$ cat config.mk
export PLATFORM = sky130hd
export DESIGN_NAME = ama_riscv_hazard_ctrl_flat
export DESIGN_NICKNAME = d
export VERILOG_FILES = /design/src/rtl/ama_riscv_hazard_ctrl_pkg.sv /design/src/rtl/ama_riscv_hazard_ctrl_if.sv /design/src/rtl/ama_riscv_hazard_perf.sv /design/src/rtl/ama_riscv_hazard_ctrl.sv /design/src/flat_wrapper.sv
export SDC_FILE = /design/constraint.sdc
export NUM_CORES = 1
export LEC_CHECK = 0
export CELL_PAD_IN_SITES_DETAIL_PLACEMENT = 0
export CELL_PAD_IN_SITES_GLOBAL_PLACEMENT = 1
export CORE_MARGIN = 4
export CORE_UTILIZATION = 45
export DETAILED_ROUTE_END_ITERATION = 7
export DONT_BUFFER_PORTS = 1
export PLACE_DENSITY_LB_ADDON = 0.2
export SETUP_SLACK_MARGIN = 0.05
export SKIP_CTS_REPAIR_TIMING = 1
export SYNTH_ARGS = -nofsm -noshare
export SYNTH_HDL_FRONTEND = slang
export SYNTH_HIERARCHICAL = 1
export SYNTH_SLANG_ARGS = --single-unit
$ cat constraint.sdc
create_clock -name clk -period 2.7 [get_ports clk]
set_input_delay 0.135 -clock clk [delete_from_list [all_inputs] [get_ports clk]]
set_output_delay 0.135 -clock clk [all_outputs]
set_load 0.005 [all_outputs]
$ cat src/rtl/ama_riscv_hazard_ctrl_pkg.sv
// ama_riscv_hazard_ctrl_pkg: FSM state encodings, control bundle and hazard helper for the hazard controller.
package ama_riscv_hazard_ctrl_pkg;
   localparam logic [4:0] RF_X0_ZERO  = 5'd0;
   localparam logic [1:0] HZ_INIT     = 2'd0;
   localparam logic [1:0] HZ_RUN      = 2'd1;
   localparam logic [1:0] HZ_MEM_WAIT = 2'd2;
   localparam logic [1:0] HZ_ERR      = 2'd3;

   typedef enum logic [1:0] {
      ST_INIT     = HZ_INIT,
      ST_RUN      = HZ_RUN,
      ST_MEM_WAIT = HZ_MEM_WAIT,
      ST_ERR      = HZ_ERR
   } hz_state_t;

   typedef struct packed {
      logic stall_if;
      logic stall_id;
      logic stall_ex;
      logic stall_mem;
      logic flush_id;
      logic bubble_ex;
   } hz_ctrl_t;

   localparam hz_ctrl_t CTRL_NONE   = 6'b0000_00;
   localparam hz_ctrl_t CTRL_FREEZE = 6'b1111_00;
   localparam hz_ctrl_t CTRL_FLUSH  = 6'b0000_11;
   localparam hz_ctrl_t CTRL_LU     = 6'b1100_01;
   localparam hz_ctrl_t CTRL_INIT   = 6'b1000_11;

   function automatic logic src_hit(input logic used, input logic [4:0] rs, input logic [4:0] rd);
      return used && (rs == rd);
   endfunction
endpackage

$ cat src/rtl/ama_riscv_hazard_ctrl_if.sv
// ama_riscv_hazard_ctrl_if: hazard sources from the pipeline and stall/flush controls back to it.
interface ama_riscv_hazard_ctrl_if;
   logic        load_inst_ex;
   logic        reg_we_ex;
   logic [4:0]  rd_ex;
   logic [4:0]  rs1_id;
   logic [4:0]  rs2_id;
   logic        rs1_used_id;
   logic        rs2_used_id;
   logic        branch_taken_ex;
   logic        jump_ex;
   logic        dmem_req_mem;
   logic        dmem_ready;
   logic        stall_if;
   logic        stall_id;
   logic        stall_ex;
   logic        stall_mem;
   logic        flush_id;
   logic        bubble_ex;
   logic        mem_timeout_err;
   logic [31:0] perf_stall_cycles;
   logic [31:0] perf_flush_cnt;
   logic [31:0] perf_load_use_cnt;

   modport master (
      output load_inst_ex, reg_we_ex, rd_ex, rs1_id, rs2_id, rs1_used_id, rs2_used_id,
             branch_taken_ex, jump_ex, dmem_req_mem, dmem_ready,
      input  stall_if, stall_id, stall_ex, stall_mem, flush_id, bubble_ex, mem_timeout_err,
             perf_stall_cycles, perf_flush_cnt, perf_load_use_cnt
   );

   modport slave (
      input  load_inst_ex, reg_we_ex, rd_ex, rs1_id, rs2_id, rs1_used_id, rs2_used_id,
             branch_taken_ex, jump_ex, dmem_req_mem, dmem_ready,
      output stall_if, stall_id, stall_ex, stall_mem, flush_id, bubble_ex, mem_timeout_err,
             perf_stall_cycles, perf_flush_cnt, perf_load_use_cnt
   );
endinterface

$ cat src/rtl/ama_riscv_hazard_perf.sv
// ama_riscv_hazard_perf: wrap-around stall/flush/load-use event counters (built only with AMA_RISCV_HAZARD_PERF_EN).
module ama_riscv_hazard_perf (
   input  logic        clk,
   input  logic        rst_n,
   input  logic        stall_evt,
   input  logic        flush_evt,
   input  logic        lu_evt,
   output logic [31:0] perf_stall_cycles,
   output logic [31:0] perf_flush_cnt,
   output logic [31:0] perf_load_use_cnt
);
   always_ff @(posedge clk) begin
      if (!rst_n) begin
         perf_stall_cycles <= '0;
         perf_flush_cnt    <= '0;
         perf_load_use_cnt <= '0;
      end else begin
         perf_stall_cycles <= perf_stall_cycles + 32'(stall_evt);
         perf_flush_cnt    <= perf_flush_cnt + 32'(flush_evt);
         perf_load_use_cnt <= perf_load_use_cnt + 32'(lu_evt);
      end
   end
endmodule

$ cat src/rtl/ama_riscv_hazard_ctrl.sv
// ama_riscv_hazard_ctrl: load-use stall, redirect flush, dmem freeze with timeout watchdog, post-reset flush.
// Optional perf counters under AMA_RISCV_HAZARD_PERF_EN; otherwise the perf ports are tied to 0.
module ama_riscv_hazard_ctrl
   import ama_riscv_hazard_ctrl_pkg::*;
#(
   parameter int RST_FLUSH_CYCLES = 3,
   parameter int MEM_TIMEOUT      = 255
) (
   input logic clk,
   input logic rst_n,
   ama_riscv_hazard_ctrl_if.slave hz
);
   localparam logic [15:0] INIT_LD = 16'(RST_FLUSH_CYCLES - 1);
   localparam logic [15:0] TMO     = 16'(MEM_TIMEOUT);

   hz_state_t   state, state_nxt;
   hz_ctrl_t    run_ctrl, ctrl;
   logic [15:0] init_cnt, wait_cnt;
   logic        load_use, redirect, mem_stall, err;

   assign load_use  = hz.load_inst_ex && hz.reg_we_ex && (hz.rd_ex != RF_X0_ZERO) &&
                      (src_hit(hz.rs1_used_id, hz.rs1_id, hz.rd_ex) ||
                       src_hit(hz.rs2_used_id, hz.rs2_id, hz.rd_ex));
   assign redirect  = hz.branch_taken_ex || hz.jump_ex;
   assign mem_stall = hz.dmem_req_mem && !hz.dmem_ready;
   assign run_ctrl  = mem_stall ? CTRL_FREEZE : redirect ? CTRL_FLUSH : load_use ? CTRL_LU : CTRL_NONE;

   // MEM_WAIT shares the RUN priority table so a release cycle acts on held redirects at once
   always_comb begin
      state_nxt = state;
      ctrl      = CTRL_NONE;
      err       = 1'b0;
      case (state)
         ST_INIT: begin
            ctrl      = CTRL_INIT;
            state_nxt = (init_cnt == '0) ? ST_RUN : ST_INIT;
         end
         ST_RUN: begin
            ctrl      = run_ctrl;
            state_nxt = mem_stall ? ST_MEM_WAIT : ST_RUN;
         end
         ST_MEM_WAIT: begin
            ctrl      = run_ctrl;
            state_nxt = !mem_stall ? ST_RUN : (wait_cnt == TMO) ? ST_ERR : ST_MEM_WAIT;
         end
         ST_ERR: begin
            ctrl = CTRL_FREEZE;
            err  = 1'b1;
         end
         default: state_nxt = ST_INIT;
      endcase
   end

   always_ff @(posedge clk) begin
      if (!rst_n) begin
         state    <= ST_INIT;
         init_cnt <= INIT_LD;
         wait_cnt <= '0;
      end else begin
         state    <= state_nxt;
         init_cnt <= (state == ST_INIT && init_cnt != '0) ? init_cnt - 16'd1 : init_cnt;
         wait_cnt <= (state == ST_RUN && mem_stall) ? 16'd1 :
                     (state == ST_MEM_WAIT && mem_stall && wait_cnt != TMO) ? wait_cnt + 16'd1 : wait_cnt;
      end
   end

   assign hz.stall_if        = ctrl.stall_if;
   assign hz.stall_id        = ctrl.stall_id;
   assign hz.stall_ex        = ctrl.stall_ex;
   assign hz.stall_mem       = ctrl.stall_mem;
   assign hz.flush_id        = ctrl.flush_id;
   assign hz.bubble_ex       = ctrl.bubble_ex;
   assign hz.mem_timeout_err = err;

`ifdef AMA_RISCV_HAZARD_PERF_EN
   logic active;
   assign active = (state == ST_RUN) || (state == ST_MEM_WAIT);

   ama_riscv_hazard_perf u_perf (
      .clk               (clk),
      .rst_n             (rst_n),
      .stall_evt         (state != ST_INIT && (ctrl.stall_if || ctrl.stall_id || ctrl.stall_ex || ctrl.stall_mem)),
      .flush_evt         (active && ctrl.flush_id),
      .lu_evt            (active && ctrl.stall_id && !ctrl.stall_ex),
      .perf_stall_cycles (hz.perf_stall_cycles),
      .perf_flush_cnt    (hz.perf_flush_cnt),
      .perf_load_use_cnt (hz.perf_load_use_cnt)
   );
`else
   assign hz.perf_stall_cycles = '0;
   assign hz.perf_flush_cnt    = '0;
   assign hz.perf_load_use_cnt = '0;
`endif
endmodule

$ cat src/flat_wrapper.sv
// flat-port wrapper written by rule: the top's interface ports become plain ports
module ama_riscv_hazard_ctrl_flat import ama_riscv_hazard_ctrl_pkg::*;
#(
   parameter int RST_FLUSH_CYCLES = 3,
   parameter int MEM_TIMEOUT      = 255
)
  (clk, rst_n, hz_load_inst_ex, hz_reg_we_ex, hz_rd_ex, hz_rs1_id, hz_rs2_id, hz_rs1_used_id, hz_rs2_used_id, hz_branch_taken_ex, hz_jump_ex, hz_dmem_req_mem, hz_dmem_ready, hz_stall_if, hz_stall_id, hz_stall_ex, hz_stall_mem, hz_flush_id, hz_bubble_ex, hz_mem_timeout_err, hz_perf_stall_cycles, hz_perf_flush_cnt, hz_perf_load_use_cnt);
  ama_riscv_hazard_ctrl_if hz_i ();
  input logic clk;
  input logic rst_n;
  input wire logic [$bits(hz_i.load_inst_ex)-1:0] hz_load_inst_ex;
  input wire logic [$bits(hz_i.reg_we_ex)-1:0] hz_reg_we_ex;
  input wire logic [$bits(hz_i.rd_ex)-1:0] hz_rd_ex;
  input wire logic [$bits(hz_i.rs1_id)-1:0] hz_rs1_id;
  input wire logic [$bits(hz_i.rs2_id)-1:0] hz_rs2_id;
  input wire logic [$bits(hz_i.rs1_used_id)-1:0] hz_rs1_used_id;
  input wire logic [$bits(hz_i.rs2_used_id)-1:0] hz_rs2_used_id;
  input wire logic [$bits(hz_i.branch_taken_ex)-1:0] hz_branch_taken_ex;
  input wire logic [$bits(hz_i.jump_ex)-1:0] hz_jump_ex;
  input wire logic [$bits(hz_i.dmem_req_mem)-1:0] hz_dmem_req_mem;
  input wire logic [$bits(hz_i.dmem_ready)-1:0] hz_dmem_ready;
  output wire logic [$bits(hz_i.stall_if)-1:0] hz_stall_if;
  output wire logic [$bits(hz_i.stall_id)-1:0] hz_stall_id;
  output wire logic [$bits(hz_i.stall_ex)-1:0] hz_stall_ex;
  output wire logic [$bits(hz_i.stall_mem)-1:0] hz_stall_mem;
  output wire logic [$bits(hz_i.flush_id)-1:0] hz_flush_id;
  output wire logic [$bits(hz_i.bubble_ex)-1:0] hz_bubble_ex;
  output wire logic [$bits(hz_i.mem_timeout_err)-1:0] hz_mem_timeout_err;
  output wire logic [$bits(hz_i.perf_stall_cycles)-1:0] hz_perf_stall_cycles;
  output wire logic [$bits(hz_i.perf_flush_cnt)-1:0] hz_perf_flush_cnt;
  output wire logic [$bits(hz_i.perf_load_use_cnt)-1:0] hz_perf_load_use_cnt;
  assign hz_i.load_inst_ex = hz_load_inst_ex;
  assign hz_i.reg_we_ex = hz_reg_we_ex;
  assign hz_i.rd_ex = hz_rd_ex;
  assign hz_i.rs1_id = hz_rs1_id;
  assign hz_i.rs2_id = hz_rs2_id;
  assign hz_i.rs1_used_id = hz_rs1_used_id;
  assign hz_i.rs2_used_id = hz_rs2_used_id;
  assign hz_i.branch_taken_ex = hz_branch_taken_ex;
  assign hz_i.jump_ex = hz_jump_ex;
  assign hz_i.dmem_req_mem = hz_dmem_req_mem;
  assign hz_i.dmem_ready = hz_dmem_ready;
  assign hz_stall_if = hz_i.stall_if;
  assign hz_stall_id = hz_i.stall_id;
  assign hz_stall_ex = hz_i.stall_ex;
  assign hz_stall_mem = hz_i.stall_mem;
  assign hz_flush_id = hz_i.flush_id;
  assign hz_bubble_ex = hz_i.bubble_ex;
  assign hz_mem_timeout_err = hz_i.mem_timeout_err;
  assign hz_perf_stall_cycles = hz_i.perf_stall_cycles;
  assign hz_perf_flush_cnt = hz_i.perf_flush_cnt;
  assign hz_perf_load_use_cnt = hz_i.perf_load_use_cnt;
  ama_riscv_hazard_ctrl #(.RST_FLUSH_CYCLES(RST_FLUSH_CYCLES), .MEM_TIMEOUT(MEM_TIMEOUT)) u_core (.clk(clk), .rst_n(rst_n), .hz(hz_i));
endmodule
==> results_dict.tcl <==
set metrics [dict create \
    status "finished, violations left" \
    failed_checks "negative hold slack" \
    rows 28 \
    worst_hold_slack_ns -0.0130 \
    die_x_um 87.1 \
    ys_top_cells_by_count "97 x buf_4, 34 x dfxtp_1, 26 x a21oi_1" \
    yosysSeqAreaShare 0.242 \
    tns_ns 0 \
    fin_crit_sh 0.839 \
    synth_top_area_share 0.259 \
    start_kind "flop" \
    initial_utilization 0.470 \
    place_inst 421 \
    relSlewSlack 0.451 \
    cp-startpoint "u_core/state[0]$_SDFFE_PN0P_" \
    total_power_mw 1.89 \
    area.growth.synth_to_final_pct -6.58 \
    first_pass_iters 4 \
    cts.clk_slew.worst_paths_ns 0.07 \
    drt.antenna.violating_nets 0 \
    grt_pass1_vias 1958 \
    vias_per_cell 4.91 \
    hold_path.startpoint "rst_n" \
    leakage_nw 1.10 \
    final.setup_skew_ns 0.00767 \
    combPwrFrac 0.418 \
    async_reset_ff_frac 0 \
    wl_per_cell_um 12.3 \
    synth_seq_cells 34 \
    syn_inst 351 \
    max_slew.worst_pin.slew_ns 0.802 \
    hold_viol 3 \
    port_buffers 0 \
    clock-sinks 34 \
    cp.required_ns 2.92 \
    worst_r2r_startpoint "u_core/state[0]$_SDFFE_PN0P_" \
    wl_um 5290 \
    pwr-share-clk 0.191 \
    rsz0062_at_grt "no" \
    cp.arrival_ns 2.48 \
    gp_congestion 0.788 \
    end_kind "flop" \
    swShare 0.402 \
    path_max_fanout 5 \
    drv_cap 0 \
    hpwlAfterDp_um 4080 \
    fin_cells 429 \
    p_switching_mw 0.759 \
    p_int_mw 1.13 \
    yosysTopAreaCell "buf_4" \
    dpl_cell_area_um2 2540 \
    period_minus_slack_ns 2.26 \
    vias 2108 \
    antenna_found_initial 0 \
    grt_max_degree 16 \
    io_pins 128 \
    layout-drive-gt1-share 0.0537 \
    synth_enable_flop_cells 0 \
    ys.warnings.count 6 \
    synthFlopType "dfxtp_1" \
    seqCellArea_um2 681 \
    clkLatencyLatePin_ns 0.29 \
    grt_usage 0.139 \
    p_seq_frac 0.391 \
    synthTopCellsByArea "buf_4 26%, dfxtp_1 24%, a21oi_1 4.6%" \
    fin_area_um2 2630 \
    fillCellCount 629 \
    antenna_cells 0 \
    syn_area_um2 2810 \
    die-area_um2 7580 \
    multi_input_area_um2 1700 \
    p_per_area_nw_per_um2 718 \
    worstSetupPathType "flop to flop" \
    finalMaxSlewViolations 0 \
    drc_errors 0 \
    grt_pass1_wl_um 8690 \
    h-tree-depth 2 \
    syn_avg_cell_area_um2 8.02 \
    grt_overflow 0 \
    peakVddDrop_uv 357 \
    finalNetCount 387 \
    dp_slack_ns 0.477 \
    cts_made_buffers 5 \
    fp.coreArea_um2 5990 \
    cts_tree "built" \
    chipHeight_um 87.1 \
    min_path_type "primary input to flop" \
    max_freq_ghz 0.442 \
    synth.distinct_cells 49 \
    finalSetupViolations 0 \
    clock_path_buffers 2 \
    yosysMostFrequentCell "buf_4" \
    first_iter_violations 86 \
    setup_slack_ns 0.436 \
    clockRootBuffer "clkbuf_8" \
]
[final timing paths]
check             slack (ns)                          endpoint  cells past startpoint
setup / recovery        0.44  u_core/init_cnt[15]$_SDFFE_PN0P_                      6
hold / removal         -0.01  u_core/init_cnt[12]$_SDFFE_PN0P_                      2
setup reg to reg        0.44  u_core/init_cnt[15]$_SDFFE_PN0P_                      6
hold reg to reg         0.49  u_core/init_cnt[13]$_SDFFE_PN0P_                      2
[through the flow]
stage | hold WS (ns) | utilization
2_1_floorplan | 0.290 | -
3_3_place_gp | 0.217 | 0.424
3_5_place_dp | 0.226 | 0.424
4_1_cts | -0.0802 | 0.437
5_1_grt | 0.0107 | 0.439
6_report | -0.0130 | 0.439
[area by class of cell]
class / count / share of cell area
clock buffers: 5 / 0.0262
clock inverters: 2 / 0.00381
inverters: 10 / 0.0143
multi-input cells: 298 / 0.646
flip-flops and latches: 34 / 0.259
well taps: 75 / 0.0357
repair buffers: 5 / 0.0152
[logic make-up after synthesis]
family          share of synthesized area
compound gates                      0.135
simple gates                        0.246
flops                               0.242
fa+ha+maj                          0.0356
buf+inv                             0.281
mux                                0.0213
xor+xnor                           0.0373
other cells                       0.00133
[placed cells by master, fill, tap and decap left out, types with 6 or more instances in the layout]
| master | n |
|---|---|
| inv_1 | 10 |
| nand2b_1 | 7 |
| xor2_1 | 8 |
| nor4_1 | 12 |
| dfxtp_1 | 34 |
| or4_1 | 10 |
| a21oi_1 | 26 |
| or3_1 | 10 |
| nor2_1 | 12 |
| nand2_1 | 17 |
| ha_1 | 8 |
| o21ai_0 | 11 |
| mux2i_1 | 6 |
| nand3_1 | 11 |
| conb_1 | 96 |
[worst max-delay path, cell delays in order, from the launching register on]
cell	delay (ns)
dfxtp_1	0.34
inv_1	0.14
ha_1	0.18
or4b_1	0.50
or4_4	0.46
or4_1	0.41
a21oi_1	0.15
[power groups by stage]
stage	clock network [mW]	registers, mW	logic, mW
after CTS	0.374	0.735	0.787
after global routing	0.393	0.759	0.922
final	0.360	0.738	0.789
after floorplan	0	0.712	0.762
after detailed placement	0	0.745	0.783
after global placement	0	0.743	0.783
[per-layer routing]
| metal | global-route usage | share of wire |
|---|---|---|
| met3 | 0.0341 | 0.046 |
| met1 | 0.160 | 0.42 |
| met2 | 0.249 | 0.52 |
| met5 | 0 | 0 |
| met4 | 0.0453 | 0.0085 |
[registers in the layout (all words and copies together), names as in the netlist]
register,cells
u_core/init_cnt,16
u_core/wait_cnt,16
u_core/state,2
No activity file was read; power rests on OpenSTA's default activity.
